--- src/rtl/aibio_rx_ofscal_pkg.sv ---
// Shared types and constants for the RX sampler offset-calibration controller.
package aibio_rx_ofscal_pkg;

  localparam int unsigned CODE_W = 8;
  localparam logic [CODE_W-1:0] CODE_MID = 8'h80;

  typedef enum logic [2:0] {
    ST_IDLE,
    ST_INIT,
    ST_SETTLE,
    ST_SAMPLE,
    ST_DECIDE,
    ST_DONE
  } state_e;

  typedef enum logic {
    SEL_EVEN,
    SEL_ODD
  } sel_e;

  // A trim code pinned at either rail means the search ran out of range.
  function automatic logic code_sat(input logic [CODE_W-1:0] code);
    return (code == '0) || (code == '1);
  endfunction

endpackage

--- src/rtl/aibio_rx_ofscal_sync.sv ---
// Multi-flop synchroniser for one asynchronous sampler output, reset to 0.
module aibio_rx_ofscal_sync #(
  parameter int unsigned STAGES = 2
) (
  input  logic clk,
  input  logic rst_n,
  input  logic i_d,
  output logic o_q
);

  logic [STAGES-1:0] r_sync;

  always_ff @(posedge clk) begin
    if (!rst_n) r_sync <= '0;
    else        r_sync <= STAGES'({r_sync, i_d});
  end

  assign o_q = r_sync[STAGES-1];

endmodule

--- src/rtl/aibio_rx_ofscal_ctrl.sv ---
// Successive-approximation offset calibration of the even then odd RX sampler.
// Optional RX_OFSCAL_OVRD_EN adds a direct trim-code override path.
module aibio_rx_ofscal_ctrl
  import aibio_rx_ofscal_pkg::*;
#(
  parameter int unsigned SETTLE_CYC  = 16,
  parameter int unsigned NAVG        = 8,
  parameter int unsigned SYNC_STAGES = 2
) (
  input  logic              clk,
  input  logic              rst_n,
  input  logic              cal_start,
  input  logic              rx_en,
  input  logic              rx_out_even,
  input  logic              rx_out_odd,
`ifdef RX_OFSCAL_OVRD_EN
  input  logic              ovrd_en,
  input  logic [CODE_W-1:0] ovrd_code_even,
  input  logic [CODE_W-1:0] ovrd_code_odd,
`endif
  output logic              rx_calen,
  output logic [CODE_W-1:0] rx_ofscal_even,
  output logic [CODE_W-1:0] rx_ofscal_odd,
  output logic              cal_busy,
  output logic              cal_done,
  output logic              cal_err
);

  localparam int unsigned CNT_MAX = (SETTLE_CYC > NAVG) ? SETTLE_CYC : NAVG;
  localparam int unsigned CNT_W   = $clog2(CNT_MAX + 1);
  localparam int unsigned ONES_W  = $clog2(NAVG + 1);
  localparam int unsigned IDX_W   = $clog2(CODE_W);

  if (SETTLE_CYC < SYNC_STAGES + 1) begin : g_chk_settle
    $error("SETTLE_CYC must be at least SYNC_STAGES+1");
  end
  if (NAVG < 1 || NAVG > 64) begin : g_chk_navg
    $error("NAVG must be in 1..64");
  end
  if (SYNC_STAGES < 1) begin : g_chk_sync
    $error("SYNC_STAGES must be at least 1");
  end

  state_e              r_state, w_state;
  sel_e                r_sel, w_sel;
  logic [IDX_W-1:0]    r_idx, w_idx;
  logic [CNT_W-1:0]    r_cnt, w_cnt;
  logic [ONES_W-1:0]   r_ones, w_ones;
  logic [CODE_W-1:0]   r_code_even, w_code_even;
  logic [CODE_W-1:0]   r_code_odd, w_code_odd;
  logic                r_calen, w_calen;
  logic                r_busy, w_busy;
  logic                r_done, w_done;
  logic                r_err, w_err;

  logic                w_sync_even, w_sync_odd;
  logic                w_sample;
  logic                w_dec;
  logic [CODE_W-1:0]   w_active;
  logic [CODE_W-1:0]   w_trial;

  aibio_rx_ofscal_sync #(.STAGES(SYNC_STAGES)) u_sync_even (
    .clk   (clk),
    .rst_n (rst_n),
    .i_d   (rx_out_even),
    .o_q   (w_sync_even)
  );

  aibio_rx_ofscal_sync #(.STAGES(SYNC_STAGES)) u_sync_odd (
    .clk   (clk),
    .rst_n (rst_n),
    .i_d   (rx_out_odd),
    .o_q   (w_sync_odd)
  );

  assign w_sample = (r_sel == SEL_ODD) ? w_sync_odd : w_sync_even;
  assign w_active = (r_sel == SEL_ODD) ? r_code_odd : r_code_even;
  // Majority vote; an exact tie reads as "code not too high".
  assign w_dec    = (32'(r_ones) > 32'(NAVG / 2));

  always_ff @(posedge clk) begin
    if (!rst_n) begin
      r_state     <= ST_IDLE;
      r_sel       <= SEL_EVEN;
      r_idx       <= '0;
      r_cnt       <= '0;
      r_ones      <= '0;
      r_code_even <= CODE_MID;
      r_code_odd  <= CODE_MID;
      r_calen     <= 1'b0;
      r_busy      <= 1'b0;
      r_done      <= 1'b0;
      r_err       <= 1'b0;
    end else begin
      r_state     <= w_state;
      r_sel       <= w_sel;
      r_idx       <= w_idx;
      r_cnt       <= w_cnt;
      r_ones      <= w_ones;
      r_code_even <= w_code_even;
      r_code_odd  <= w_code_odd;
      r_calen     <= w_calen;
      r_busy      <= w_busy;
      r_done      <= w_done;
      r_err       <= w_err;
    end
  end

  always_comb begin
    w_state     = r_state;
    w_sel       = r_sel;
    w_idx       = r_idx;
    w_cnt       = r_cnt;
    w_ones      = r_ones;
    w_code_even = r_code_even;
    w_code_odd  = r_code_odd;
    w_calen     = r_calen;
    w_busy      = r_busy;
    w_done      = r_done;
    w_err       = r_err;
    w_trial     = w_active;

    unique case (r_state)
      ST_IDLE: begin
        if (cal_start && rx_en) w_state = ST_INIT;
      end
      ST_INIT: begin
        w_calen     = 1'b1;
        w_busy      = 1'b1;
        w_done      = 1'b0;
        w_err       = 1'b0;
        w_sel       = SEL_EVEN;
        w_idx       = IDX_W'(CODE_W - 1);
        w_cnt       = '0;
        w_ones      = '0;
        w_code_even = CODE_MID;
        w_state     = ST_SETTLE;
      end
      ST_SETTLE: begin
        if (r_cnt == CNT_W'(SETTLE_CYC - 1)) begin
          w_cnt   = '0;
          w_state = ST_SAMPLE;
        end else begin
          w_cnt = r_cnt + CNT_W'(1);
        end
      end
      ST_SAMPLE: begin
        w_ones = r_ones + ONES_W'(w_sample);
        if (r_cnt == CNT_W'(NAVG - 1)) begin
          w_cnt   = '0;
          w_state = ST_DECIDE;
        end else begin
          w_cnt = r_cnt + CNT_W'(1);
        end
      end
      ST_DECIDE: begin
        if (w_dec) w_trial[r_idx] = 1'b0;
        if (r_idx != '0) w_trial[r_idx - IDX_W'(1)] = 1'b1;
        if (r_sel == SEL_ODD) w_code_odd = w_trial;
        else                  w_code_even = w_trial;
        w_ones = '0;
        if (r_idx != '0) begin
          w_idx   = r_idx - IDX_W'(1);
          w_state = ST_SETTLE;
        end else if (r_sel == SEL_EVEN) begin
          w_sel      = SEL_ODD;
          w_idx      = IDX_W'(CODE_W - 1);
          w_code_odd = CODE_MID;
          w_state    = ST_SETTLE;
        end else begin
          w_state = ST_DONE;
        end
      end
      ST_DONE: begin
        w_calen = 1'b0;
        w_busy  = 1'b0;
        w_done  = 1'b1;
        w_err   = code_sat(r_code_even) || code_sat(r_code_odd);
        if (cal_start) w_state = ST_INIT;
      end
      default: w_state = ST_IDLE;
    endcase

    // Receiver disabled mid-search: abandon and park both samplers at mid-code.
    if (!rx_en && (r_state != ST_IDLE) && (r_state != ST_DONE)) begin
      w_state     = ST_IDLE;
      w_calen     = 1'b0;
      w_busy      = 1'b0;
      w_done      = 1'b0;
      w_err       = 1'b1;
      w_cnt       = '0;
      w_ones      = '0;
      w_code_even = CODE_MID;
      w_code_odd  = CODE_MID;
    end

`ifdef RX_OFSCAL_OVRD_EN
    if (ovrd_en) begin
      w_state     = ST_IDLE;
      w_calen     = 1'b0;
      w_busy      = 1'b0;
      w_done      = r_done;
      w_err       = r_err;
      w_cnt       = '0;
      w_ones      = '0;
      w_code_even = ovrd_code_even;
      w_code_odd  = ovrd_code_odd;
    end
`endif
  end

  assign rx_calen       = r_calen;
  assign rx_ofscal_even = r_code_even;
  assign rx_ofscal_odd  = r_code_odd;
  assign cal_busy       = r_busy;
  assign cal_done       = r_done;
  assign cal_err        = r_err;

endmodule

--- config.mk ---
export PLATFORM = sky130hd
export DESIGN_NAME = aibio_rx_ofscal_ctrl
export DESIGN_NICKNAME = d
export VERILOG_FILES = /design/src/rtl/aibio_rx_ofscal_pkg.sv /design/src/rtl/aibio_rx_ofscal_sync.sv /design/src/rtl/aibio_rx_ofscal_ctrl.sv
export SDC_FILE = /design/constraint.sdc
export NUM_CORES = 1
export LEC_CHECK = 0
export ABC_CLOCK_PERIOD_IN_PS = 3700
export CAP_MARGIN = 20
export CORE_UTILIZATION = 61
export DETAILED_ROUTE_END_ITERATION = 6
export PLACE_DENSITY = 0.85
export SETUP_SLACK_MARGIN = 0.05
export SYNTH_ARGS = -nofsm -noshare
export SYNTH_HDL_FRONTEND = slang
export SYNTH_SLANG_ARGS = --single-unit
--- constraint.sdc ---
create_clock -name clk -period 3.7 [get_ports clk]
set_input_delay 0.555 -clock clk [delete_from_list [all_inputs] [get_ports clk]]
set_output_delay 0.555 -clock clk [all_outputs]
set_load 0.03 [all_outputs]
==> impl_metrics.env, run 1 <==
export IMPL_cts_buffers=5
export IMPL_viasPerCell=6.53
export IMPL_core_um2=3720
export IMPL_ys_flop_type="dfxtp_1"
export IMPL_drt_total_wl_mm=5.83
export IMPL_drive_gt1_frac=0.0738
export IMPL_synth_distinct_cells=60
export IMPL_synth_top_cell_by_area="dfxtp_1"
export IMPL_synth_common_cells="dfxtp_1, nor2_1, a21oi_1"
export IMPL_critical_path_max_fanout=21
export IMPL_drc=0
export IMPL_drv_cap=0
export IMPL_dr_pass1_iters=5
export IMPL_cts_num_sinks=39
export IMPL_critPathKind="reg -> reg"
export IMPL_use_met3=0.0528
export IMPL_cp_arrival_ns=2.50
export IMPL_synth_area_leaders="dfxtp_1, a21oi_1, mux2i_1"
export IMPL_postCtsSetupBuffers=0
export IMPL_critPathCaptureType="flop"
export IMPL_ios=26
export IMPL_whs_ns=0.437
export IMPL_hold_path_class="reg -> reg"
export IMPL_ctsHoldBuffers=0
export IMPL_synthToLayoutAreaGrowth_pct=12.0
export IMPL_synth_warnings=0
export IMPL_vias=2259
export IMPL_critPathLaunchType="flop"
export IMPL_root_buffer="clkbuf_8"
export IMPL_clk_pin_slew_ns=0.07
export IMPL_gr_usage_met1=0.373
export IMPL_gr_usage_met2=0.493
export IMPL_power_density_nw_per_um2=312
export IMPL_dieArea_um2=4180
export IMPL_synth_cells=283
export IMPL_power_leakage_nw=0.904
export IMPL_slew_headroom=0.364
export IMPL_fin_worst_skew_ns=0.0112
export IMPL_syn_mean_instance_area_um2=8.47
export IMPL_clk_latency_ns=0.29
export IMPL_tightest_slew_ns=0.953
export IMPL_synth_seq_cells=39
export IMPL_setup_tns_ns=0
export IMPL_synth_sequential_area_ratio=0.326
export IMPL_fin_crit_ns=2.32
export IMPL_grt_first_pass_wirelength_mm=9.76
export IMPL_start_util=0.645
export IMPL_hpwl_mm=4.07
export IMPL_cts_tree="built"
export IMPL_status="complete, no violations"
export IMPL_post_synth_top_count_cell="dfxtp_1"
export IMPL_nNetsFinal=310
export IMPL_synth_top_area_share=0.326
export IMPL_drt_iter0_drc=266
export IMPL_fin_area_um2=2680
export IMPL_grt_remaining_overflow=0
export IMPL_rsz0062_at_grt="false"
export IMPL_hold_end="u_sync_odd.r_sync[1]"
export IMPL_dp_slack_ns=1.32
export IMPL_cts_resized=0
export IMPL_syn_nets=296
export IMPL_num_antenna_cells=0
export IMPL_rr_worst_depth=6
export IMPL_hp_start="u_sync_odd.r_sync[0]"
export IMPL_regToRegSetupSlack_ns=1.38
export IMPL_holdPathStages=1
export IMPL_routedWlPerCell_um=16.9
export IMPL_htree_levels=2
export IMPL_clockBufferDepth=2
export IMPL_required_ns=3.88
export IMPL_postRouteAntennaNets=0
export IMPL_antenna_found_initial=0
export IMPL_async_flop_share=0
export IMPL_globalRoute_busiestLayer="met2"
export IMPL_period_share=0.626
export IMPL_gp_congestion=0.868
export IMPL_drv_slew=0
export IMPL_chipWidth_um=64.7
export IMPL_ir_drop_v=0.000147
export IMPL_r2r_start="r_sel"
export IMPL_syn_area_um2=2400
export IMPL_setup_slack_ns=1.38
export IMPL_placementRows=22
export IMPL_io_buffer_count=25
export IMPL_hold_viol=0
export IMPL_synth_edf_count=0
export IMPL_grt_max_degree=30
export IMPL_placed_area_um2=2600
export IMPL_setup_violations=0
export IMPL_first_global_vias=2119
export IMPL_grt_usage=0.299
export IMPL_timing_fmax_mhz=432
export IMPL_r2r_end="r_ones[1]"
export IMPL_die_h_um=64.7
## state kept, by name, indices dropped and copies added (netlist names)
signal	cells
r_state	3
cal_err	1
r_idx	3
rx_ofscal_odd	8
r_sel	1
r_cnt	5
u_sync_odd.r_sync	2
u_sync_even.r_sync	2
cal_busy	1
cal_done	1
rx_ofscal_even	8
r_ones	4
## metal layers
metal	up-vias	wire length, µm
met5	-	0
met4	0	166
met3	19	370
met2	118	2820
met1	1032	2470
li1	1090	-
## stage by stage
stage,instances,utilization,power [mW]
floorplan,283,-,0.530
detailed placement,338,0.700,0.565
global placement,338,0.700,0.562
global route,346,0.722,0.868
CTS,346,0.722,0.839
finish,346,0.722,0.836
## how the worst max path moves through the flow
| stage | from | depth (start not counted) | end | slack (ns) |
|---|---|---|---|---|
| finish | r_sel | 6 | r_ones[1] | 1.38 |
| global route | r_sel | 6 | r_ones[1] | 1.29 |
| CTS | r_sel | 6 | r_ones[1] | 1.41 |
| detailed placement | rst_n | 5 | rx_ofscal_odd[6] | 1.32 |
| global placement | rst_n | 5 | rx_ofscal_odd[6] | 1.38 |
| floorplan | r_sel | 8 | r_ones[1] | 1.59 |
## kinds of logic (layout without fill, tap and decap cells)
family / Yosys count / after routing / share of synthesized area
simple gates: 109 / 109 / 0.254
buf+inv: 28 / 43 / 0.0606
mux: 11 / 11 / 0.0470
compound gates: 89 / 89 / 0.276
fa+ha+maj: 7 / 7 / 0.0366
flops: 39 / 39 / 0.326
## worst max-delay path, stage by stage, from the launching register on
cell     delay, ns
dfxtp_1       0.95
mux2_2        0.42
ha_1          0.20
ha_1          0.27
a22o_1        0.18
a21oi_1       0.14
nor2_1        0.05
## cell usage in the layout (no fill, tap or decap), types with 8 or more instances in the layout
cell type and n:
dfxtp_1 39, nor3_1 9, a22oi_1 8, clkdlybuf4s50_1 25, nand2b_1 8, a21oi_1 19, nor2_1 22, nand2_1 17
inv_1 9, mux2i_1 9
## where the power goes
group,internal (mW),leakage (nW),switching [mW]
Combinational,0.0429,0.545,0.0676
Clock,0.132,0.0422,0.146
Sequential,0.429,0.316,0.0178
Total,0.605,0.904,0.232
## final cells by class
class	instances	area (µm²)
Tap cell	48	60.1
Timing Repair Buffer	26	258
Fill cell	311	1030
Clock buffer	7	76.3
Sequential cell	39	781
Inverter	9	33.8
Clock inverter	1	5.00
Multi-Input combinational cell	216	1470
Note: power is estimated with default switching activity, not from simulation.
==> run 2, diff against run 1 <==
Settings changed: ABC_CLOCK_PERIOD_IN_PS 3700 to 2200, CORE_UTILIZATION 61 to 56, PLACE_DENSITY 0.85 to 0.79.
Clock period 3.7 ns to 2.2 ns, I/O delays scaled along.
==> impl_metrics.env, run 2 (synthesized netlist as in run 1, its figures left out) <==
export IMPL_status="complete, no violations"
export IMPL_required_ns=2.43
export IMPL_dr_pass1_iters=5
export IMPL_clk_pin_slew_ns=0.08
export IMPL_critPathCaptureType="flop"
export IMPL_setup_slack_ns=0.216
export IMPL_cp_arrival_ns=2.21
export IMPL_fin_worst_skew_ns=0.00729
export IMPL_hpwl_mm=4.44
export IMPL_slew_headroom=0.523
export IMPL_dieArea_um2=4540
export IMPL_fin_area_um2=2800
export IMPL_drt_iter0_drc=247
export IMPL_drt_total_wl_mm=6.25
export IMPL_grt_first_pass_wirelength_mm=10.0
export IMPL_dr_wl_met2_mm=2.98
export IMPL_setup_violations=0
export IMPL_drv_cap=0
export IMPL_gp_congestion=0.896
export IMPL_vias=2298
export IMPL_routedWlPerCell_um=17.4
export IMPL_critical_path_max_fanout=4
export IMPL_cts_buffers=5
export IMPL_core_um2=4060
export IMPL_io_buffer_count=25
export IMPL_critPathLaunchType="flop"
export IMPL_rr_worst_depth=10
export IMPL_stdcell_count=360
export IMPL_hold_path_class="reg -> reg"
export IMPL_power_leakage_nw=0.974
export IMPL_viasPerCell=6.38
export IMPL_cts_tree="built"
export IMPL_root_buffer="clkbuf_8"
export IMPL_drc=0
export IMPL_place_inst=352
export IMPL_top_layer_used="met4"
export IMPL_clockBufferDepth=2
export IMPL_die_h_um=67.4
export IMPL_setup_tns_ns=0
export IMPL_synthToLayoutAreaGrowth_pct=16.8
export IMPL_startpoint="r_cnt[0]"
export IMPL_tightest_slew_ns=0.714
export IMPL_final_core_util=0.689
export IMPL_r2r_end="r_state[2]"
export IMPL_fin_crit_ns=1.98
export IMPL_holdPathStages=1
export IMPL_placed_area_um2=2700
export IMPL_grt_max_degree=21
export IMPL_drv_slew=0
export IMPL_ios=26
export IMPL_power_density_nw_per_um2=535
export IMPL_critPathKind="reg -> reg"
export IMPL_grt_remaining_overflow=0
export IMPL_rsz0062_at_grt="false"
export IMPL_fillers=331
export IMPL_layout_commonest_cell="dfxtp_1"
export IMPL_first_global_vias=2069
export IMPL_htree_levels=2
export IMPL_postRouteAntennaNets=0
export IMPL_regToRegSetupSlack_ns=0.22
export IMPL_placementRows=23
export IMPL_ir_drop_v=0.000403
export IMPL_antenna_found_initial=0
export IMPL_r2r_start="r_cnt[0]"
export IMPL_final_cell_mix="dfxtp_1, clkdlybuf4s50_1, nor2_1"
export IMPL_critPathCapture="r_state[2]"
export IMPL_ctsHoldBuffers=0
export IMPL_hold_viol=0
export IMPL_num_antenna_cells=0
export IMPL_nNetsFinal=322
export IMPL_dp_slack_ns=0.249
export IMPL_grt_usage=0.300
export IMPL_clk_latency_ns=0.30
export IMPL_period_share=0.902
export IMPL_start_util=0.591
export IMPL_drive_gt1_frac=0.116
export IMPL_chipWidth_um=67.4
export IMPL_wl_met1_mm=2.80
export IMPL_wl_met3_um=364
export IMPL_timing_fmax_mhz=504
export IMPL_cts_num_sinks=39
run 2: cell types whose count changed in the layout (fill, tap and decap cells not counted):
cell,change
buf_4,+12
clkbuf_8,+2
clkbuf_1,-1
clkinv_2,-1
nor2b_1,-1
nor2b_2,+1
run 2: worst max-delay path, stage by stage (launching register included):
cell and delay, ns:
dfxtp_1 0.37, ha_1 0.19, and2_1 0.15, nand2_1 0.09, inv_1 0.07, ha_1 0.15
nor2b_2 0.18, a211oi_1 0.07, buf_4 0.16, or3_1 0.36, a21oi_1 0.13
run 2: metrics by stage:
step	hold slack, ns	total power [mW]
after global routing	0.469	1.55
after detailed placement	0.428	0.966
after global placement	0.418	0.963
after CTS	0.445	1.50
final	0.438	1.50
after floorplan	0.412	0.892
run 2: what timing repair did:
item	CTS	global route
buffers inserted	0	0
resized for setup	0	1
setup endpoints to repair	0	1
run 2: layout make-up:
type                       instances  area (µm²)  share of cell area
multi-input combinational        216        1470               0.526
sequential                        39         781               0.279
timing repair buffer              38         348               0.124
clock buffer                       8         100              0.0358
tap                               50        62.6              0.0224
inverter                           9        33.8              0.0121
run 2: metal layers:
layer / global-route usage / up-vias
met1: 0.379 / 1077
met2: 0.495 / 92
met4: 0.130 / 0
met5: 0 / -
li1: - / 1115
met3: 0.0557 / 14
run 2: report_power, final:
group	leakage, nW	total (mW)	switching [mW]	internal [mW]
clock	0.0515	0.544	0.257	0.286
sequential	0.316	0.744	0.0221	0.722
combinational	0.607	0.210	0.126	0.0837
total	0.974	1.50	0.406	1.09
run 2: how the worst min path moves through the flow:
stage / startpoint / to / slack (ns)
2_1_floorplan: u_sync_even.r_sync[0] / u_sync_even.r_sync[1] / 0.41
3_3_place_gp: u_sync_even.r_sync[0] / u_sync_even.r_sync[1] / 0.42
3_5_place_dp: u_sync_even.r_sync[0] / u_sync_even.r_sync[1] / 0.43
4_1_cts: u_sync_odd.r_sync[0] / u_sync_odd.r_sync[1] / 0.44
5_1_grt: u_sync_odd.r_sync[0] / u_sync_odd.r_sync[1] / 0.47
6_report: u_sync_odd.r_sync[0] / u_sync_odd.r_sync[1] / 0.44
